## config.mk

```make
export PLATFORM = sky130hd
export DESIGN_NAME = bus_host_arbiter
export DESIGN_NICKNAME = d
export VERILOG_FILES = /design/src/rtl/bus_host_arbiter.sv
export SDC_FILE = /design/constraint.sdc
export NUM_CORES = 1
export LEC_CHECK = 0
export CAP_MARGIN = 20
export CORE_AREA = 2 2 163 165
export CTS_CLUSTER_DIAMETER = 60
export DETAILED_ROUTE_END_ITERATION = 7
export DIE_AREA = 0 0 165 167
export PLACE_DENSITY = 0.41
export SLEW_MARGIN = 20
export SYNTH_ARGS = -nofsm -noshare
export SYNTH_HDL_FRONTEND = slang
export SYNTH_SLANG_ARGS = --single-unit
```

## constraint.sdc

```tcl
create_clock -name clk_i -period 3.3 [get_ports clk_i]
set_input_delay 0.99 -clock clk_i [delete_from_list [all_inputs] [get_ports clk_i]]
set_output_delay 0.99 -clock clk_i [all_outputs]
set_load 0.05 [all_outputs]
```

## src/rtl/bus_host_arbiter.sv

```systemverilog
// Round-robin N:1 bus host arbiter with in-order response routing through an ID FIFO.
// Optional performance counters are enabled with the BUS_ARB_PERF_CNT_EN macro.
module bus_host_arbiter #(
    parameter int unsigned NrHosts        = 2,
    parameter int unsigned MaxOutstanding = 2,
    parameter int unsigned DataWidth      = 32,
    parameter int unsigned AddressWidth   = 32
) (
    input  logic                                   clk_i,
    input  logic                                   rst_i,
    input  logic [NrHosts-1:0]                     host_req_i,
    input  logic [NrHosts-1:0]                     host_we_i,
    input  logic [NrHosts-1:0][AddressWidth-1:0]   host_addr_i,
    input  logic [NrHosts-1:0][DataWidth-1:0]      host_wdata_i,
    input  logic [NrHosts-1:0][DataWidth/8-1:0]    host_be_i,
    output logic [NrHosts-1:0]                     host_gnt_o,
    output logic [NrHosts-1:0]                     host_rvalid_o,
    output logic [NrHosts-1:0]                     host_err_o,
    output logic [NrHosts-1:0][DataWidth-1:0]      host_rdata_o,
    output logic                                   device_req_o,
    output logic                                   device_we_o,
    output logic [AddressWidth-1:0]                device_addr_o,
    output logic [DataWidth/8-1:0]                 device_be_o,
    output logic [DataWidth-1:0]                   device_wdata_o,
    input  logic                                   device_gnt_i,
    input  logic                                   device_rvalid_i,
    input  logic                                   device_err_i,
    input  logic [DataWidth-1:0]                   device_rdata_i,
    output logic                                   resp_unexpected_o,
    output logic [NrHosts-1:0][31:0]               perf_grant_cnt_o,
    output logic [31:0]                            perf_conflict_cnt_o
);

    localparam int unsigned IdxW = $clog2(NrHosts);
    localparam int unsigned PtrW = (MaxOutstanding > 1) ? $clog2(MaxOutstanding) : 1;
    localparam int unsigned CntW = $clog2(MaxOutstanding + 1);

    typedef logic [IdxW-1:0] idx_t;
    typedef logic [PtrW-1:0] ptr_t;
    typedef logic [CntW-1:0] cnt_t;

    localparam idx_t LastHost  = idx_t'(NrHosts - 1);
    localparam ptr_t LastSlot  = ptr_t'(MaxOutstanding - 1);
    localparam cnt_t FullCount = cnt_t'(MaxOutstanding);

    typedef enum logic [0:0] {StArb, StHold} state_e;

    state_e      state_q, state_d;
    idx_t        held_q, held_d;
    idx_t        rr_q;
    idx_t        fifo_q [MaxOutstanding];
    ptr_t        wr_q, rd_q;
    cnt_t        count_q;

    idx_t        winner_arb;
    idx_t        winner;
    idx_t        head;
    logic        found;
    int unsigned rr_idx;
    logic        fifo_full;
    logic        fifo_empty;
    logic        accept;
    logic        pop;

    function automatic idx_t idx_inc(idx_t i);
        return (i == LastHost) ? '0 : i + idx_t'(1);
    endfunction

    function automatic ptr_t ptr_inc(ptr_t p);
        return (p == LastSlot) ? '0 : p + ptr_t'(1);
    endfunction

    // Round-robin search starting at rr_q, wrapping modulo NrHosts.
    always_comb begin
        winner_arb = rr_q;
        found      = 1'b0;
        rr_idx     = 0;
        for (int unsigned i = 0; i < NrHosts; i++) begin
            rr_idx = (32'(rr_q) + i) % NrHosts;
            if (!found && host_req_i[rr_idx]) begin
                winner_arb = idx_t'(rr_idx);
                found      = 1'b1;
            end
        end
    end

    // Fullness uses the registered count only, so a same-cycle pop never unblocks a request.
    assign fifo_full  = (count_q == FullCount);
    assign fifo_empty = (count_q == '0);
    assign head       = fifo_q[rd_q];
    assign winner     = (state_q == StHold) ? held_q : winner_arb;

    assign device_req_o   = ~rst_i & (|host_req_i) & ~fifo_full;
    assign device_we_o    = host_we_i[winner];
    assign device_addr_o  = host_addr_i[winner];
    assign device_be_o    = host_be_i[winner];
    assign device_wdata_o = host_wdata_i[winner];

    assign accept            = device_req_o & device_gnt_i;
    assign pop               = ~rst_i & device_rvalid_i & ~fifo_empty;
    assign resp_unexpected_o = ~rst_i & device_rvalid_i & fifo_empty;

    always_comb begin
        state_d = state_q;
        held_d  = held_q;
        case (state_q)
            StArb: begin
                if (device_req_o && !device_gnt_i) begin
                    state_d = StHold;
                    held_d  = winner;
                end
            end
            StHold: begin
                if (device_gnt_i) begin
                    state_d = StArb;
                end
            end
            default: state_d = StArb;
        endcase
    end

    always_comb begin
        host_gnt_o    = '0;
        host_rvalid_o = '0;
        if (accept) begin
            host_gnt_o[winner] = 1'b1;
        end
        if (pop) begin
            host_rvalid_o[head] = 1'b1;
        end
    end

    always_comb begin
        for (int unsigned h = 0; h < NrHosts; h++) begin
            host_rdata_o[h] = device_rdata_i;
        end
    end

    assign host_err_o = {NrHosts{device_err_i}};

    always_ff @(posedge clk_i or posedge rst_i) begin
        if (rst_i) begin
            state_q <= StArb;
            held_q  <= '0;
            rr_q    <= '0;
            wr_q    <= '0;
            rd_q    <= '0;
            count_q <= '0;
            for (int unsigned s = 0; s < MaxOutstanding; s++) begin
                fifo_q[s] <= '0;
            end
        end else begin
            state_q <= state_d;
            held_q  <= held_d;
            if (accept) begin
                fifo_q[wr_q] <= winner;
                wr_q         <= ptr_inc(wr_q);
                rr_q         <= idx_inc(winner);
            end
            if (pop) begin
                rd_q <= ptr_inc(rd_q);
            end
            if (accept && !pop) begin
                count_q <= count_q + cnt_t'(1);
            end else if (pop && !accept) begin
                count_q <= count_q - cnt_t'(1);
            end
        end
    end

`ifdef BUS_ARB_PERF_CNT_EN
    logic [NrHosts-1:0][31:0] grant_cnt_q;
    logic [31:0]              conflict_cnt_q;
    int unsigned              req_count;
    logic                     conflict;

    always_comb begin
        req_count = 0;
        for (int unsigned h = 0; h < NrHosts; h++) begin
            req_count = req_count + 32'(host_req_i[h]);
        end
        conflict = (req_count >= 2);
    end

    // Both counters saturate at all-ones.
    always_ff @(posedge clk_i or posedge rst_i) begin
        if (rst_i) begin
            grant_cnt_q    <= '0;
            conflict_cnt_q <= '0;
        end else begin
            for (int unsigned h = 0; h < NrHosts; h++) begin
                if (accept && (winner == idx_t'(h)) && (grant_cnt_q[h] != '1)) begin
                    grant_cnt_q[h] <= grant_cnt_q[h] + 32'd1;
                end
            end
            if (conflict && (conflict_cnt_q != '1)) begin
                conflict_cnt_q <= conflict_cnt_q + 32'd1;
            end
        end
    end

    assign perf_grant_cnt_o    = grant_cnt_q;
    assign perf_conflict_cnt_o = conflict_cnt_q;
`else
    assign perf_grant_cnt_o    = '0;
    assign perf_conflict_cnt_o = '0;
`endif

endmodule

```

== Word level (Yosys, flattened, before mapping) ==
Index checks and enable logic that the tools add are counted.
Cells by class
  bitwise logic cells: 12
  order comparisons: 9
  reduce and logical (&&, ||, !) cells: 15
  eq/ne operators: 1
  $add $sub $neg: 6
  muxes and demuxes: 35
Operators by type and width (count)
  two-way mux 32 bit: 4
  two-way mux 1 bit: 20
  less-than comparator 1 x 2 -> 1 bit, second input constant: 4
  two-way mux 2 bit: 4
  two-way mux 4 bit: 2
  logical AND 1 bit: 7
  bitwise AND 1 bit: 6
  adder 1 bit, second input constant: 4
  >= comparator 2 bit, second input constant: 2
  zero test 1 bit: 4
  inverter 1 bit: 4
  inverter 1 -> 2 bit: 2
  demux 1 bit (select 1 bit): 3
  adder 2 x 1 -> 2 bit, second input constant: 1
  bitwise mux 2 bit: 1
  equality test 2 bit, second input constant: 1
  >= comparator 1 bit, second input constant: 2
  zero test 2 bit: 1
  less-than comparator 2 x 1 -> 1 bit, second input constant: 1
  case mux 1 bit (2 select lines): 1
  AND reduction 2 bit: 1
  nonzero test 2 bit: 1
  OR reduction 2 bit: 1
  subtractor 2 x 1 -> 2 bit, second input constant: 1
Word-level totals
  bits in registers: 9
  output and inout bits: 237
  input port bits: 177
  word-level logic and storage cells: 86

== Longest topological paths before layout ==
Gate-level depths: netlist of the first run.
  depth after elaboration: 12
  mapped depth: 7
  gate-level depth less buffers: 7

== Least setup slack after synthesis of the first run ==
OpenSTA, ideal clock, no wires.
  path kind: input -> output
  start: input device_rvalid_i
  end: output resp_unexpected_o
  stages on the path: 2
  buffers on the path: 0
  setup slack: 0.031 ns
  required time: 2.310 ns
  arrival: 2.279 ns
  cells stage by stage: nor2b_1 nor3b_1
On the way
  cells in the longest elaborated chain, start to end: 2
RTL lines
  from (decl): line 26  | input logic device_rvalid_i,
  bitwise AND 1 bit (2 in series): line 101  | assign resp_unexpected_o = ~rst_i & device_rvalid_i & fifo_empty;
  to (decl): line 29  | output logic resp_unexpected_o,
No other way between the ends.

== Final worst setup path of the first run ==
  start: input host_req_i[0]
  end: output device_wdata_o[0]
On the way
  cells in the longest elaborated chain, start to end: 9
  elaborated cells between the ends (all ways): 11
  those cells by class: 9 x mux; 2 x reduce/logical
RTL lines
  from (decl): line 11  | input logic [NrHosts-1:0] host_req_i,
  two-way mux 1 bit (implied by the code) (2 in series): line 80  | if (!found && host_req_i[rr_idx]) begin
  two-way mux 1 bit: line 80
  zero test 1 bit: line 80
  logical AND 1 bit *: line 80
  two-way mux 1 bit *: line 80
  two-way mux 1 bit *: line 91  | assign winner = (state_q == StHold) ? held_q : winner_arb;
  two-way mux 32 bit (implied by the code) * (2 in series): line 97  | assign device_wdata_o = host_wdata_i[winner];
  to (decl): line 24  | output logic [DataWidth-1:0] device_wdata_o,
Every way passes the cells marked *; elsewhere a longest branch is shown, timed or not. The select of a mux whose other input is x is not followed.

==> results.py, run 1 <==
metrics = {
    "pwr": {
        "leakagePower_uw": 0.002387,
        "swShare": 0.5037,
        "power_frac_comb": 0.879,
        "power_density_nw_per_um2": 689.9,
        "power_switching_uw": 1805,
        "pwr-share-clk": 0.060,
        "seqPwrFrac": 0.061,
        "p_int_uw": 1778,
        "peakVddDrop_mv": 0.2812,
    },
    "clocking": {
        "clock-sinks": 9,
        "postCtsHoldBufs": 0,
        "clk_pin_slew_worst_paths_ns": 0.04,
        "numCtsBuffers": 3,
        "root_buffer": "clkbuf_16",
        "clockBufferDepth": 2,
        "htree_levels": 1,
        "cts_tree": "yes",
        "clock_latency_ns": 0.23,
    },
    "global_routing": {
        "grt_max_degree": 15,
        "grt_pass1_vias": 2112,
        "antenna_found_initial": 1,
        "overflow": 0,
        "grt_pass1_wl_mm": 12.01,
        "grt_use_total": 0.05704,
    },
    "worst_setup_path": {
        "crit_chain": "buf_8, a21boi_4, o31ai_4, buf_6, buf_12, buf_4, mux2_2, buf_6",
        "slowest_stage": "mux2_2",
        "crit_path_end_kind": "primary output",
        "start_kind": "input pin",
        "critPathMaxFanout": 7,
        "crit_type": "input pin to primary output",
        "cpPeakStageDelay_ns": 0.33,
        "crit_required_ns": 2.31,
        "worstPathArrival_ns": 2.40,
        "timing.rr.end": "count_q[1]",
        "ff2ff_setup_slack_ns": 1.63,
        "worstReg2RegStart": "count_q[0]",
        "cpMostUsedCell": "buf_6",
        "r2r.worst_path.cells": 7,
    },
    "die": {
        "dieArea_um2": 27560,
        "core-area_um2": 25760,
        "start_util": 0.1093,
        "die_x_um": 165,
        "ios": 414,
        "rows": 59,
        "chipHeight_um": 167,
    },
    "drt": {
        "drt_iter0_drc": 34,
        "antenna_left": 0,
        "drc": 0,
        "routed_wl_mm": 9.554,
        "wl_per_cell_um": 11.93,
        "vias": 2213,
        "vias_per_cell": 2.763,
        "drt_pass1_iterations": 4,
    },
    "logic_synthesis": {
        "synth_area_um2": 2816,
        "ys.flop_type": "dfrtp_1",
        "ys_warn_count": 0,
        "synthTopCellsByArea": "buf_4 43%, mux2_4 27%, dfrtp_1 8.0%",
        "synth_common_cells": "162 x buf_4, 50 x mux2_4, 17 x mux2_2",
        "netlist_instances": 288,
        "yosysSeqAreaShare": 0.07996,
        "synth-async-reset-ratio": 1.000,
        "synth-seq-cells": 9,
        "yosysMostFrequentCell": "buf_4",
        "synth_area_leader_cell": "buf_4",
        "syn_avg_cell_area_um2": 9.779,
        "synth_edf_count": 0,
        "yosysUniqueCellTypes": 30,
        "synth_top_area_share": 0.4318,
    },
    "timing": {
        "fin_ws_ns": -0.08643,
        "hold_viol": 0,
        "final_max_slew_viol_count": 0,
        "rsz0062_at_grt": "yes",
        "setup_viol": 63,
        "hold_ws_ns": 0.4869,
        "fin_crit_ns": 3.386,
        "finClkSkew_ns": 0.0006814,
        "fmax_ghz": 0.2953,
        "period_share": 1.026,
    },
    "hold_path": {
        "worstHoldStart": "rd_q",
        "whs_path_depth": 1,
        "hp-class": "flip-flop to flip-flop",
        "whs_endpoint": "rd_q",
    },
    "place": {
        "port_buffers": 218,
        "gp_congestion": 0.6675,
        "place_inst": 787,
        "post-place-ws_ns": -0.5365,
        "dp_hpwl_mm": 8.033,
    },
    "status": {
        "status": "complete, but fails checks",
        "violations": "negative setup slack",
    },
    "finish": {
        "num-nets-final": 645,
        "diodes": 0,
        "fillers": 2855,
        "drive_above_1_share": 0.4099,
        "syn2layout_area_growth_pct": 84.41,
        "stdcell_count": 801,
    },
    "flow_run": {
        "cap_violations": 0,
    },
}
layout make-up:
class,count,area [um^2],area share
flip-flops and latches,9,225.2,0.04336
repair buffers,249,2793,0.5377
well taps,335,419.2,0.08070
multi-input cells,201,1665,0.3206
inverters,3,11.26,0.002168
clock inverters,1,5.005,0.0009636
clock buffers,3,75.07,0.01445
registers in the layout, indices dropped and copies added, names as in the netlist:
| register | cells |
|---|---|
| held_q | 1 |
| state_q | 1 |
| wr_q | 1 |
| rr_q | 1 |
| count_q | 2 |
| fifo_q | 2 |
| rd_q | 1 |
how the worst max path moves through the flow:
| stage | startpoint | to | slack [ns] | depth (start not counted) |
|---|---|---|---|---|
| after floorplan | device_rvalid_i | resp_unexpected_o | 0.03 | 2 |
| after global placement | host_req_i[1] | device_addr_o[14] | -0.54 | 7 |
| after detailed placement | host_req_i[1] | device_addr_o[25] | -0.54 | 7 |
| after CTS | host_req_i[0] | device_addr_o[14] | -0.15 | 9 |
| after global routing | host_req_i[0] | device_addr_o[10] | -0.14 | 8 |
| final | host_req_i[0] | device_wdata_o[0] | -0.09 | 8 |
placed cells by master (no fill, tap or decap), types with 3 or more instances in the layout:
master / n
clkdlybuf4s50_1: 141
conb_1: 96
mux2_4: 64
buf_6: 52
buf_8: 21
buf_4: 19
buf_12: 13
dfrtp_1: 9
mux2_2: 8
nor2_1: 5
clkbuf_16: 5
nor2b_1: 3
xnor2_1: 3
inv_1: 3
power by group through the flow:
| stage | Clock [uW] | Combinational (uW) | Sequential [uW] |
|---|---|---|---|
| 2_1_floorplan | 0 | 2250 | 203 |
| 3_3_place_gp | 0 | 2690 | 219 |
| 3_5_place_dp | 0 | 2680 | 217 |
| 4_1_cts | 218 | 3050 | 221 |
| 5_1_grt | 224 | 3300 | 231 |
| 6_report | 215 | 3150 | 220 |
timing repair:
| item | CTS | global route |
|---|---|---|
| gates cloned | 2 | 2 |
| pin swaps | 1 | 1 |
| gates resized for setup | 88 | 38 |
| endpoints found under the setup margin | 71 | 71 |
| setup buffers | 6 | 2 |
metrics by stage:
| step | cell area, um^2 | setup TNS [ns] | total power, uW | utilization |
|---|---|---|---|---|
| finish | 5194 | -3.510 | 3583 | 0.2016 |
| global route | 5194 | -7.273 | 3752 | 0.2016 |
| CTS | 5032 | -5.200 | 3485 | 0.1953 |
| detailed placement | 4538 | -33.78 | 2896 | 0.1761 |
| global placement | 4538 | -33.81 | 2907 | 0.1761 |
| floorplan | 3173 | 0 | 2449 | - |
cells by family (layout without fill, tap and decap cells):
family | Yosys count | count (layout) | share of synthesized area
AO/OA/AOI/OAI | 6 | 6 | 0.02132
XOR/XNOR | 5 | 5 | 0.01555
adder cells (fa/ha/maj) | 1 | 1 | 0.004442
buffers and inverters | 173 | 256 | 0.4811
flip-flops | 9 | 9 | 0.07997
multiplexers | 74 | 74 | 0.3616
other | 1 | 96 | 0.001331
AND/OR/NAND/NOR | 19 | 19 | 0.03466
routing by layer:
metal	track usage	vias to the layer above	wire (um)	part of all wire
li1	-	1045	-	-
met1	0.06216	968	3519	0.37
met2	0.09457	187	4394	0.46
met3	0.03412	11	1505	0.16
met4	0.01248	2	122	0.013
met5	0	-	12	0.0013
worst max-delay path: cells and delay by family:
| kind | cells | cell delay (ns) |
|---|---|---|
| buffers and inverters | 5 | 0.70 |
| muxes | 1 | 0.33 |
| AOI/OAI and AO/OA | 2 | 0.35 |
(Power assumes the default switching activity.)
==> inputs of run 2 (changes only) <==
Settings changed: CORE_AREA 2 2 163 165 to 2 2 161 163, DIE_AREA 0 0 165 167 to 0 0 163 165, PLACE_DENSITY 0.41 to 0.42.
Clock period 3.3 ns to 3.9 ns, I/O delays scaled along.
==> run 2 against run 1 <==
Net effect:
- the flow now finishes without violations
- largest power group unchanged
- sequential cell count did not move
- design area is 6.2% lower
- wire length rose by 0.97%
==> results.py, run 2 (synthesis gave the netlist of run 1 again) <==
metrics = {
    "die": {
        "start_util": 0.1125,
        "core-area_um2": 25040,
        "ios": 414,
        "chipHeight_um": 165,
        "die_x_um": 163,
        "rows": 58,
        "dieArea_um2": 26900,
    },
    "drt": {
        "vias": 2191,
        "drt_pass1_iterations": 4,
        "drt_iter0_drc": 29,
        "antenna_left": 0,
        "vias_per_cell": 2.763,
        "routed_wl_mm": 9.647,
        "wl_per_cell_um": 12.17,
        "drc": 0,
    },
    "timing": {
        "worst_slew_pin_slew_ns": 0.5754,
        "hold_viol": 0,
        "fin_ws_ns": 0.1011,
        "period_share": 0.9741,
        "slew_headroom": 0.6123,
        "setup_viol": 0,
        "rsz0062_at_grt": "no",
        "fin_crit_ns": 3.799,
        "finClkSkew_ns": 0.0005585,
        "fmax_ghz": 0.2632,
        "final_max_slew_viol_count": 0,
    },
    "finish": {
        "mostFrequentLayoutCells": "141 x clkdlybuf4s50_1, 96 x conb_1, 65 x buf_4",
        "num-nets-final": 642,
        "drive_above_1_share": 0.3888,
        "final_common_cell": "clkdlybuf4s50_1",
        "final_util": 0.1946,
        "syn2layout_area_growth_pct": 72.95,
        "reg.largest.list": "count_q: 2 flops, fifo_q: 2 flops",
        "diodes": 0,
    },
    "hold_path": {
        "hp-class": "flip-flop to flip-flop",
    },
    "pwr": {
        "swShare": 0.5155,
        "power_density_nw_per_um2": 590.6,
        "leakagePower_uw": 0.002240,
        "seqPwrFrac": 0.064,
        "pwr-share-clk": 0.064,
        "power_switching_uw": 1483,
        "peakVddDrop_mv": 0.2296,
        "power_frac_comb": 0.872,
        "p_int_uw": 1394,
    },
    "global_routing": {
        "overflow": 0,
        "grt_pass1_vias": 2105,
        "antenna_found_initial": 0,
        "grt_max_degree": 10,
        "grt_pass1_wl_mm": 12.59,
        "grt_use_total": 0.06182,
    },
    "worst_setup_path": {
        "timing.rr.end": "count_q[1]",
        "start_kind": "input pin",
        "crit_type": "input pin to primary output",
        "critPathMaxFanout": 8,
        "worstReg2RegStart": "count_q[0]",
        "critPathCapture": "device_wdata_o[6]",
        "ff2ff_setup_slack_ns": 2.18,
        "r2r.worst_path.cells": 8,
        "crit_required_ns": 2.73,
        "crit_path_start": "host_req_i[0]",
        "worstPathArrival_ns": 2.63,
        "crit_path_end_kind": "primary output",
    },
    "clocking": {
        "htree_levels": 1,
        "numCtsBuffers": 3,
        "clockBufferDepth": 2,
        "root_buffer": "clkbuf_16",
        "cts_tree": "yes",
        "clock-sinks": 9,
        "clk_pin_slew_worst_paths_ns": 0.04,
        "clock_latency_ns": 0.24,
        "postCtsHoldBufs": 0,
    },
    "place": {
        "gp_congestion": 0.6611,
        "dp_hpwl_mm": 8.195,
        "post-place-ws_ns": -0.2965,
        "port_buffers": 218,
    },
    "flow_run": {
        "cap_violations": 0,
    },
    "status": {
        "status": "finished, final reports clean",
    },
}
run 2: cell types whose count changed in the layout (fill, tap and decap cells not counted), sizes merged:
| cell | change |
|---|---|
| bufbuf | +1 |
| buf | -2 |
| clkbuf | -2 |
run 2: area by class of cell:
| type | instances | area, um^2 |
|---|---|---|
| clock buffer | 3 | 75.07 |
| clock inverter | 1 | 5.005 |
| fill | 2795 | 20170 |
| inverter | 3 | 11.26 |
| multi-input combinational | 201 | 1603 |
| sequential | 9 | 225.2 |
| tap | 330 | 412.9 |
| timing repair buffer | 246 | 2539 |
run 2: how the worst min path moves through the flow:
stage	start	endpoint	slack [ns]	depth (start not counted)
after floorplan	wr_q	wr_q	0.46	1
after global placement	wr_q	wr_q	0.49	1
after detailed placement	wr_q	wr_q	0.49	1
after CTS	wr_q	wr_q	0.49	1
after global routing	fifo_q[1]	fifo_q[1]	0.52	1
final	wr_q	wr_q	0.50	1
run 2: worst max-delay path, stage by stage:
cell      delay (ns)
buf_2           0.11
a21boi_4        0.14
o31ai_4         0.22
buf_6           0.15
buf_12          0.14
buf_6           0.12
buf_16          0.11
mux2_4          0.31
buf_12          0.15
run 2: what timing repair did:
item / CTS / global route
gates cloned: 4 / 0
pin swaps: 1 / 1
buffers inserted: 9 / 0
setup endpoints to repair: 70 / 21
resized for setup: 30 / 2
run 2: metal layers:
metal / vias up / share of wire / wire length, um / global-route usage
met4: 0 / 0.0070 / 68 / 0.01247
met1: 946 / 0.36 / 3480 / 0.07126
met3: 6 / 0.18 / 1751 / 0.04169
met5: - / 0 / 0 / 0
met2: 197 / 0.45 / 4347 / 0.09515
li1: 1042 / - / - / -
run 2: power groups by stage:
| stage | Sequential, uW | Clock [uW] | Combinational, uW |
|---|---|---|---|
| 6_report | 185 | 184 | 2510 |
| 5_1_grt | 195 | 191 | 2630 |
| 4_1_cts | 184 | 186 | 2540 |
| 3_5_place_dp | 184 | 0 | 2270 |
| 3_3_place_gp | 184 | 0 | 2270 |
| 2_1_floorplan | 172 | 0 | 1900 |
run 2: per-stage QoR:
step	cells	total power, uW	hold WS, ns	instance area (um^2)	setup TNS, ns
after floorplan	383	2072	0.4589	3173	0
after global placement	776	2459	0.4870	4512	-18.16
after detailed placement	776	2450	0.4859	4512	-16.44
after CTS	793	2912	0.4910	4875	0
after global routing	793	3013	0.5187	4871	0
final	793	2877	0.4952	4871	0
